### config.mk
export PLATFORM = sky130hd
export DESIGN_NAME = adsr_envelope_flat
export DESIGN_NICKNAME = d
export VERILOG_FILES = /design/src/rtl/adsr_envelope_if.sv /design/src/rtl/adsr_envelope.sv /design/src/flat_wrapper.sv
export SDC_FILE = /design/constraint.sdc
export NUM_CORES = 1
export LEC_CHECK = 0
export CORE_MARGIN = 4
export CORE_UTILIZATION = 55
export DETAILED_ROUTE_END_ITERATION = 7
export PLACE_DENSITY_LB_ADDON = 0.1
export SLEW_MARGIN = 0
export SYNTH_ARGS = -nofsm -noshare
export SYNTH_HDL_FRONTEND = slang
export SYNTH_SLANG_ARGS = --single-unit
### constraint.sdc
create_clock -name clk -period 20.4 [get_ports clk]
set_input_delay 6.12 -clock clk [delete_from_list [all_inputs] [get_ports clk]]
set_output_delay 6.12 -clock clk [all_outputs]
set_load 0.005 [all_outputs]
### src/rtl/adsr_envelope_if.sv
// ADSR envelope bus: tick/note controls, envelope settings, sample in/out.
// master = voice controller / oscillator side, slave = adsr_envelope.
interface adsr_envelope_if #(
    parameter int LEVEL_W  = 16,
    parameter int SAMPLE_W = 16
);
    logic                       get_next_sample;
    logic                       trigger;
    logic                       gate;
    logic [LEVEL_W-1:0]         attack_step;
    logic [LEVEL_W-1:0]         decay_step;
    logic [LEVEL_W-1:0]         sustain_level;
    logic [LEVEL_W-1:0]         release_step;
    logic signed [SAMPLE_W-1:0] sample_in;
    logic signed [SAMPLE_W-1:0] sample_out;
    logic [LEVEL_W-1:0]         env_level;
    logic                       active;

    modport master (
        output get_next_sample, trigger, gate, attack_step, decay_step,
               sustain_level, release_step, sample_in,
        input  sample_out, env_level, active
    );

    modport slave (
        input  get_next_sample, trigger, gate, attack_step, decay_step,
               sustain_level, release_step, sample_in,
        output sample_out, env_level, active
    );
endinterface

### src/rtl/adsr_envelope.sv
// Per-voice ADSR amplitude envelope. Advances one step per sample tick and
// scales the oscillator sample by the pre-update envelope level for the DAC.
// Optional macro ADSR_EXP_RELEASE_EN: exponential release using
// release_step[3:0] as a shift; otherwise linear release by release_step.
module adsr_envelope #(
    parameter int LEVEL_W  = 16,
    parameter int SAMPLE_W = 16
) (
    input  logic           clk,
    input  logic           rst,
    adsr_envelope_if.slave bus
);
    typedef enum logic [2:0] {
        IDLE,
        ATTACK,
        DECAY,
        SUSTAIN,
        RELEASE
    } state_t;

    localparam logic [LEVEL_W-1:0] FULL = '1;

    state_t                     state_q, state_d;
    logic [LEVEL_W-1:0]         level_q, level_d;
    logic signed [SAMPLE_W-1:0] out_q, out_d;
    logic                       pend_q, pend_d;

    logic [LEVEL_W:0]           att_sum;
    logic [LEVEL_W-1:0]         att_level;
    logic [LEVEL_W:0]           dec_diff;
    logic [LEVEL_W-1:0]         rel_level;
    logic signed [SAMPLE_W+LEVEL_W:0] product;

`ifdef ADSR_EXP_RELEASE_EN
    logic [LEVEL_W-1:0] rel_dec;

    // Exponential release; forced minimum decrement of 1 guarantees reaching 0.
    always_comb begin
        rel_dec = level_q >> bus.release_step[3:0];
        if (rel_dec == '0 && level_q != '0) begin
            rel_dec = {{(LEVEL_W-1){1'b0}}, 1'b1};
        end
        rel_level = level_q - rel_dec;
    end
`else
    logic [LEVEL_W:0] rel_diff;

    // Linear release, saturating at 0.
    always_comb begin
        rel_diff  = {1'b0, level_q} - {1'b0, bus.release_step};
        rel_level = rel_diff[LEVEL_W] ? '0 : rel_diff[LEVEL_W-1:0];
    end
`endif

    // Next-state, level, output and trigger-latch computation.
    always_comb begin
        state_d = state_q;
        level_d = level_q;
        out_d   = out_q;
        pend_d  = pend_q | bus.trigger;

        att_sum   = {1'b0, level_q} + {1'b0, bus.attack_step};
        att_level = att_sum[LEVEL_W] ? FULL : att_sum[LEVEL_W-1:0];
        dec_diff  = {1'b0, level_q} - {1'b0, bus.decay_step};
        product   = $signed(bus.sample_in) * $signed({1'b0, level_q});

        if (bus.get_next_sample) begin
            pend_d = 1'b0;
            out_d  = SAMPLE_W'(product >>> LEVEL_W);
            if (pend_q || bus.trigger) begin
                // Retrigger keeps the current level so the attack is click-free.
                level_d = att_level;
                state_d = (att_level == FULL) ? DECAY : ATTACK;
            end else if (!bus.gate &&
                         (state_q == ATTACK || state_q == DECAY || state_q == SUSTAIN)) begin
                level_d = rel_level;
                state_d = (rel_level == '0) ? IDLE : RELEASE;
            end else begin
                case (state_q)
                    ATTACK: begin
                        level_d = att_level;
                        if (att_level == FULL) state_d = DECAY;
                    end
                    DECAY: begin
                        if (level_q <= bus.sustain_level || dec_diff[LEVEL_W] ||
                            dec_diff[LEVEL_W-1:0] <= bus.sustain_level) begin
                            level_d = bus.sustain_level;
                            state_d = SUSTAIN;
                        end else begin
                            level_d = dec_diff[LEVEL_W-1:0];
                        end
                    end
                    SUSTAIN: level_d = bus.sustain_level;
                    RELEASE: begin
                        level_d = rel_level;
                        if (rel_level == '0) state_d = IDLE;
                    end
                    default: level_d = '0;
                endcase
            end
        end
    end

    // State and datapath registers.
    always_ff @(posedge clk) begin
        if (rst) begin
            state_q <= IDLE;
            level_q <= '0;
            out_q   <= '0;
            pend_q  <= 1'b0;
        end else begin
            state_q <= state_d;
            level_q <= level_d;
            out_q   <= out_d;
            pend_q  <= pend_d;
        end
    end

    assign bus.sample_out = out_q;
    assign bus.env_level  = level_q;
    assign bus.active     = (state_q != IDLE);
endmodule

### src/flat_wrapper.sv
// flat-port wrapper written by rule: the top's interface ports become plain ports
module adsr_envelope_flat 
#(
    parameter int LEVEL_W  = 16,
    parameter int SAMPLE_W = 16
)
  (clk, rst, bus_get_next_sample, bus_trigger, bus_gate, bus_attack_step, bus_decay_step, bus_sustain_level, bus_release_step, bus_sample_in, bus_sample_out, bus_env_level, bus_active);
  adsr_envelope_if #(.LEVEL_W(LEVEL_W), .SAMPLE_W(SAMPLE_W)) bus_i ();
  input  logic clk;
  input  logic rst;
  input wire logic [$bits(bus_i.get_next_sample)-1:0] bus_get_next_sample;
  input wire logic [$bits(bus_i.trigger)-1:0] bus_trigger;
  input wire logic [$bits(bus_i.gate)-1:0] bus_gate;
  input wire logic [$bits(bus_i.attack_step)-1:0] bus_attack_step;
  input wire logic [$bits(bus_i.decay_step)-1:0] bus_decay_step;
  input wire logic [$bits(bus_i.sustain_level)-1:0] bus_sustain_level;
  input wire logic [$bits(bus_i.release_step)-1:0] bus_release_step;
  input wire logic [$bits(bus_i.sample_in)-1:0] bus_sample_in;
  output wire logic [$bits(bus_i.sample_out)-1:0] bus_sample_out;
  output wire logic [$bits(bus_i.env_level)-1:0] bus_env_level;
  output wire logic [$bits(bus_i.active)-1:0] bus_active;
  assign bus_i.get_next_sample = bus_get_next_sample;
  assign bus_i.trigger = bus_trigger;
  assign bus_i.gate = bus_gate;
  assign bus_i.attack_step = bus_attack_step;
  assign bus_i.decay_step = bus_decay_step;
  assign bus_i.sustain_level = bus_sustain_level;
  assign bus_i.release_step = bus_release_step;
  assign bus_i.sample_in = bus_sample_in;
  assign bus_sample_out = bus_i.sample_out;
  assign bus_env_level = bus_i.env_level;
  assign bus_active = bus_i.active;
  adsr_envelope #(.LEVEL_W(LEVEL_W), .SAMPLE_W(SAMPLE_W)) u_core (.clk(clk), .rst(rst), .bus(bus_i));
endmodule
==> Implementation_results.wiki <==
{| class="wikitable"
! Metric !! Value
|-
| Outcome || completed
|-
| CTS tree || built
|-
| Synthesized area divided by synthesized cell count || 8.18 µm²
|-
| CP Max Fanout || 16
|-
| Grt total ovfl || 0
|-
| Pwr/cell area || 79.8 nW/µm²
|-
| Pin slew with the least headroom to its limit || 1070 ps
|-
| Post-synthesis sequential element count || 36
|-
| Die width || 167 µm
|-
| Setup repair after global routing missed its margin || no
|-
| Worst relative slew slack || 28.4%
|-
| Max-slew violation total from the final report || 0
|-
| Post-cts resize count || 0
|-
| Clock transition at the registers of the reported paths || around 60 ps
|-
| Count of hold-fix buffers inserted at cts || 0
|-
| Final #Nets || about 2200
|-
| Critical path class || input pin to flop
|-
| I/O pins || approximately 120
|-
| Count of flip-flops with a built-in enable after synthesis || 0
|-
| Finished Layout Cells || between 2000 and 2500
|-
| Core outline area || 24500 µm²
|-
| Final worst hold slack || ~500 ps
|-
| DRT iter0 DRCs || between 800 and 900
|-
| Async set-reset flop share out of synthesis || 0%
|-
| Area of the multi-input gates || roughly 12000 µm²
|-
| Remaining design rule violation count || 0
|-
| Final worst-path setup slack || 7710 ps
|-
| Cell chosen for the clock root || clkbuf_16
|-
| Wire length reported by the detailed router || 41.0 mm
|-
| Maximum resistive drop on vdd || 0.0000474 V
|-
| Cell total after placement || 2091
|-
| Synth Instances || approximately 1700
|-
| Min-Delay Path Class || flop to flop
|-
| Die Height || 167 µm
|-
| Tcrit/Tclk final || ~62%
|-
| Critical path endpoint category || flop
|-
| Wire length of the first global-routing pass || 66.9 mm
|-
| Initial standard-cell utilization of the core || a little under three fifths
|-
| Number of fillers in the final layout || ~2200
|-
| Portion of the post-synthesis area used by sequential elements || about 5.2%
|-
| Final critical path time including I/O delays and setup || 12690 ps
|-
| Max-capacitance violation count || 0
|-
| Buffer depth of the longest clock path || 2
|-
| Routability Congestion || ~0.96
|-
| Post-placement setup slack || 7410 ps
|-
| Core Rows || 57
|-
| Post-CTS setup-driven buffer insertion count || 0
|-
| Final setup violation count || 0
|-
| Clk sinks || 36
|-
| Setup skew after layout || 7.08 ps
|-
| Leakage || 7.63 nW
|-
| Total clock buffers created by CTS || 5
|-
| Layout overhead on the synthesized area || 11.9%
|-
| Fin Setup TNS || 0 ps
|-
| Required time at the endpoint of the critical path || 20600 ps
|-
| Vias in the first global route || 12800
|-
| Internal reg-to-reg setup slack || 13670 ps
|-
| Synth Net Count || 2165
|-
| Antenna Violating Nets Remaining || 0
|-
| Number of buffer cells added on primary ports || 117
|-
| Mapped cell area || roughly 14000 µm²
|-
| Fin. Hold Viols || 0
|-
| Number of H-tree levels || 2
|-
| Yosys warning count || 0
|-
| Element type at the critical path start || input pin
|-
| Arrival time worst endpoint || about 13000 ps
|-
| Floorplan die area || 27700 µm²
|-
| Detailed placement HPWL || 32.0 mm
|-
| Post-detailed-route wirelength per cell || 19.5 µm
|-
| Share of post-route cells with drive strength above 1 || 2.93%
|-
| Total track usage || 29.7%
|-
| Number of different library cells in the post-synthesis netlist || 82
|-
| Largest net degree at the start of global routing || 41
|-
| Flip-flop and latch area || 721 µm²
|-
| # diodes || 0
|-
| Vias per cell || between 5 and 6
|-
| DR pass1 iterations || 6
|-
| Vias || between 10000 and 15000
|-
| Synth Flop Type || dfxtp_1
|-
| Initial antenna violation count || 0
|-
| Clock latency reported for the late side of the worst-skew pair || 280 ps
|-
| Maximum achievable frequency || 0.0788 GHz
|}
critical path, cell delays in order:
cell	delay [ps]
clkdlybuf4s50_1	920
nand2_1	190
fa_1	530
fa_1	580
fa_1	450
fa_1	550
inv_1	50
fa_1	470
inv_1	70
fa_1	470
inv_1	40
ha_1	290
nand4_1	120
nor3_1	60
a311oi_1	660
o21ai_1	210
a41oi_1	280
a21oi_1	140
a21oi_1	240
o21ba_2	170
xnor2_1	60
a211oi_1	210
worst paths after layout:
| kind | startpoint | to | cells past startpoint |
|---|---|---|---|
| min reg2reg | u_core.bus.sample_out[8] | u_core.bus.sample_out[8] | 2 |
| min | u_core.bus.sample_out[8] | u_core.bus.sample_out[8] | 2 |
| max | bus_sample_in[1] | u_core.bus.sample_out[15] | 22 |
| max reg2reg | u_core.bus.env_level[7] | u_core.bus.sample_out[15] | 24 |
metal layers:
layer | wire (µm) | share of wire (%) | GRT usage, % | up-vias
met5 | 0 | 0 | 0 | -
met4 | 1630 | 4.0 | 10.6 | 0
met3 | 2660 | 6.5 | 3.41 | 91
met2 | 19900 | 49 | 50.9 | 502
met1 | 16800 | 41 | 39.1 | 5935
li1 | - | - | - | 5751
synthesized netlist by cell type, drive strengths merged (10+ instances only):
master,count,area (µm²)
inv,304,1140
fa,196,3920
ha,194,2430
nand2,186,698
and2,125,782
nor2,79,299
a21oi,67,339
o21ai,56,280
clkbuf,54,203
dfxtp,36,721
nor3,34,181
xnor2,26,228
a211oi,25,198
a21o,24,180
mux2i,20,200
nand4,18,113
nand2b,17,106
o21a,17,128
nand3,16,80.1
and3,14,87.6
nor2b,14,87.6
o31ai,13,111
xor2,12,105
o22ai,10,62.6
area by class of cell:
class,count,area share [%]
well taps,324,2.62
multi-input cells,1290,75.8
repair buffers,136,8.49
clock inverters,2,0.227
clock buffers,6,0.833
flip-flops and latches,36,4.66
inverters,305,7.40
placed cells by master, fill, tap and decap left out, types with 5 or more instances in the layout:
cell / synthesis / routed
o21ai_1: 7 / 7
o221ai_1: 5 / 5
a211o_1: 5 / 5
clkdlybuf4s50_1: 0 / 117
clkbuf_16: 0 / 5
xnor2_1: 26 / 26
and3_1: 14 / 14
o21bai_1: 6 / 6
and2_1: 125 / 125
nand3_1: 16 / 16
a21o_1: 24 / 24
buf_4: 2 / 19
o31a_1: 6 / 6
o21a_1: 17 / 17
fa_1: 196 / 196
nand2b_1: 17 / 17
a2111oi_0: 5 / 5
or3_1: 9 / 9
a211oi_1: 23 / 23
mux2i_1: 20 / 20
dfxtp_1: 36 / 36
nor2b_1: 14 / 14
xor2_1: 12 / 12
nor4_1: 7 / 7
a21oi_1: 66 / 66
o22ai_1: 10 / 10
o211ai_1: 6 / 6
o31ai_1: 12 / 12
nand2_1: 186 / 186
nor3_1: 33 / 33
inv_1: 303 / 303
nor2_1: 78 / 78
o21ai_0: 49 / 49
ha_1: 194 / 194
nand4_1: 18 / 18
or2_2: 6 / 6
per-stage QoR:
stage / power, mW / util (%) / cell area, µm²
6_report: 1.23 / 63.0 / 15500
5_1_grt: 1.38 / 63.0 / 15500
4_1_cts: 1.24 / 63.0 / 15500
3_5_place_dp: 1.13 / 62.4 / 15300
3_3_place_gp: 1.11 / 62.4 / 15300
2_1_floorplan: 0.837 / - / 13800
registers in the layout, indices dropped and copies added, names as in the netlist:
| name | count |
|---|---|
| u_core.bus.env_level | 16 |
| u_core.state_q | 3 |
| u_core.bus.sample_out | 16 |
| u_core.pend_q | 1 |
kinds of logic after synthesis:
group,count (synthesis),share of synthesized area (%)
DFF,36,5.21
adders and majority gates,390,45.9
muxes,20,1.45
and+or+nand+nor,541,19.6
AOI/OAI and AO/OA,301,15.4
xor gates and xnor gates,38,2.41
buffers and inverters,364,10.0
power by group:
group / switching (mW) / total [mW] / internal [mW] / leakage [nW]
Clock: 0.0328 / 0.0904 / 0.0576 / 0.0808
Sequential: 0.0130 / 0.0984 / 0.0854 / 0.297
Combinational: 0.597 / 1.04 / 0.448 / 7.25
(Power assumes the default switching activity.)
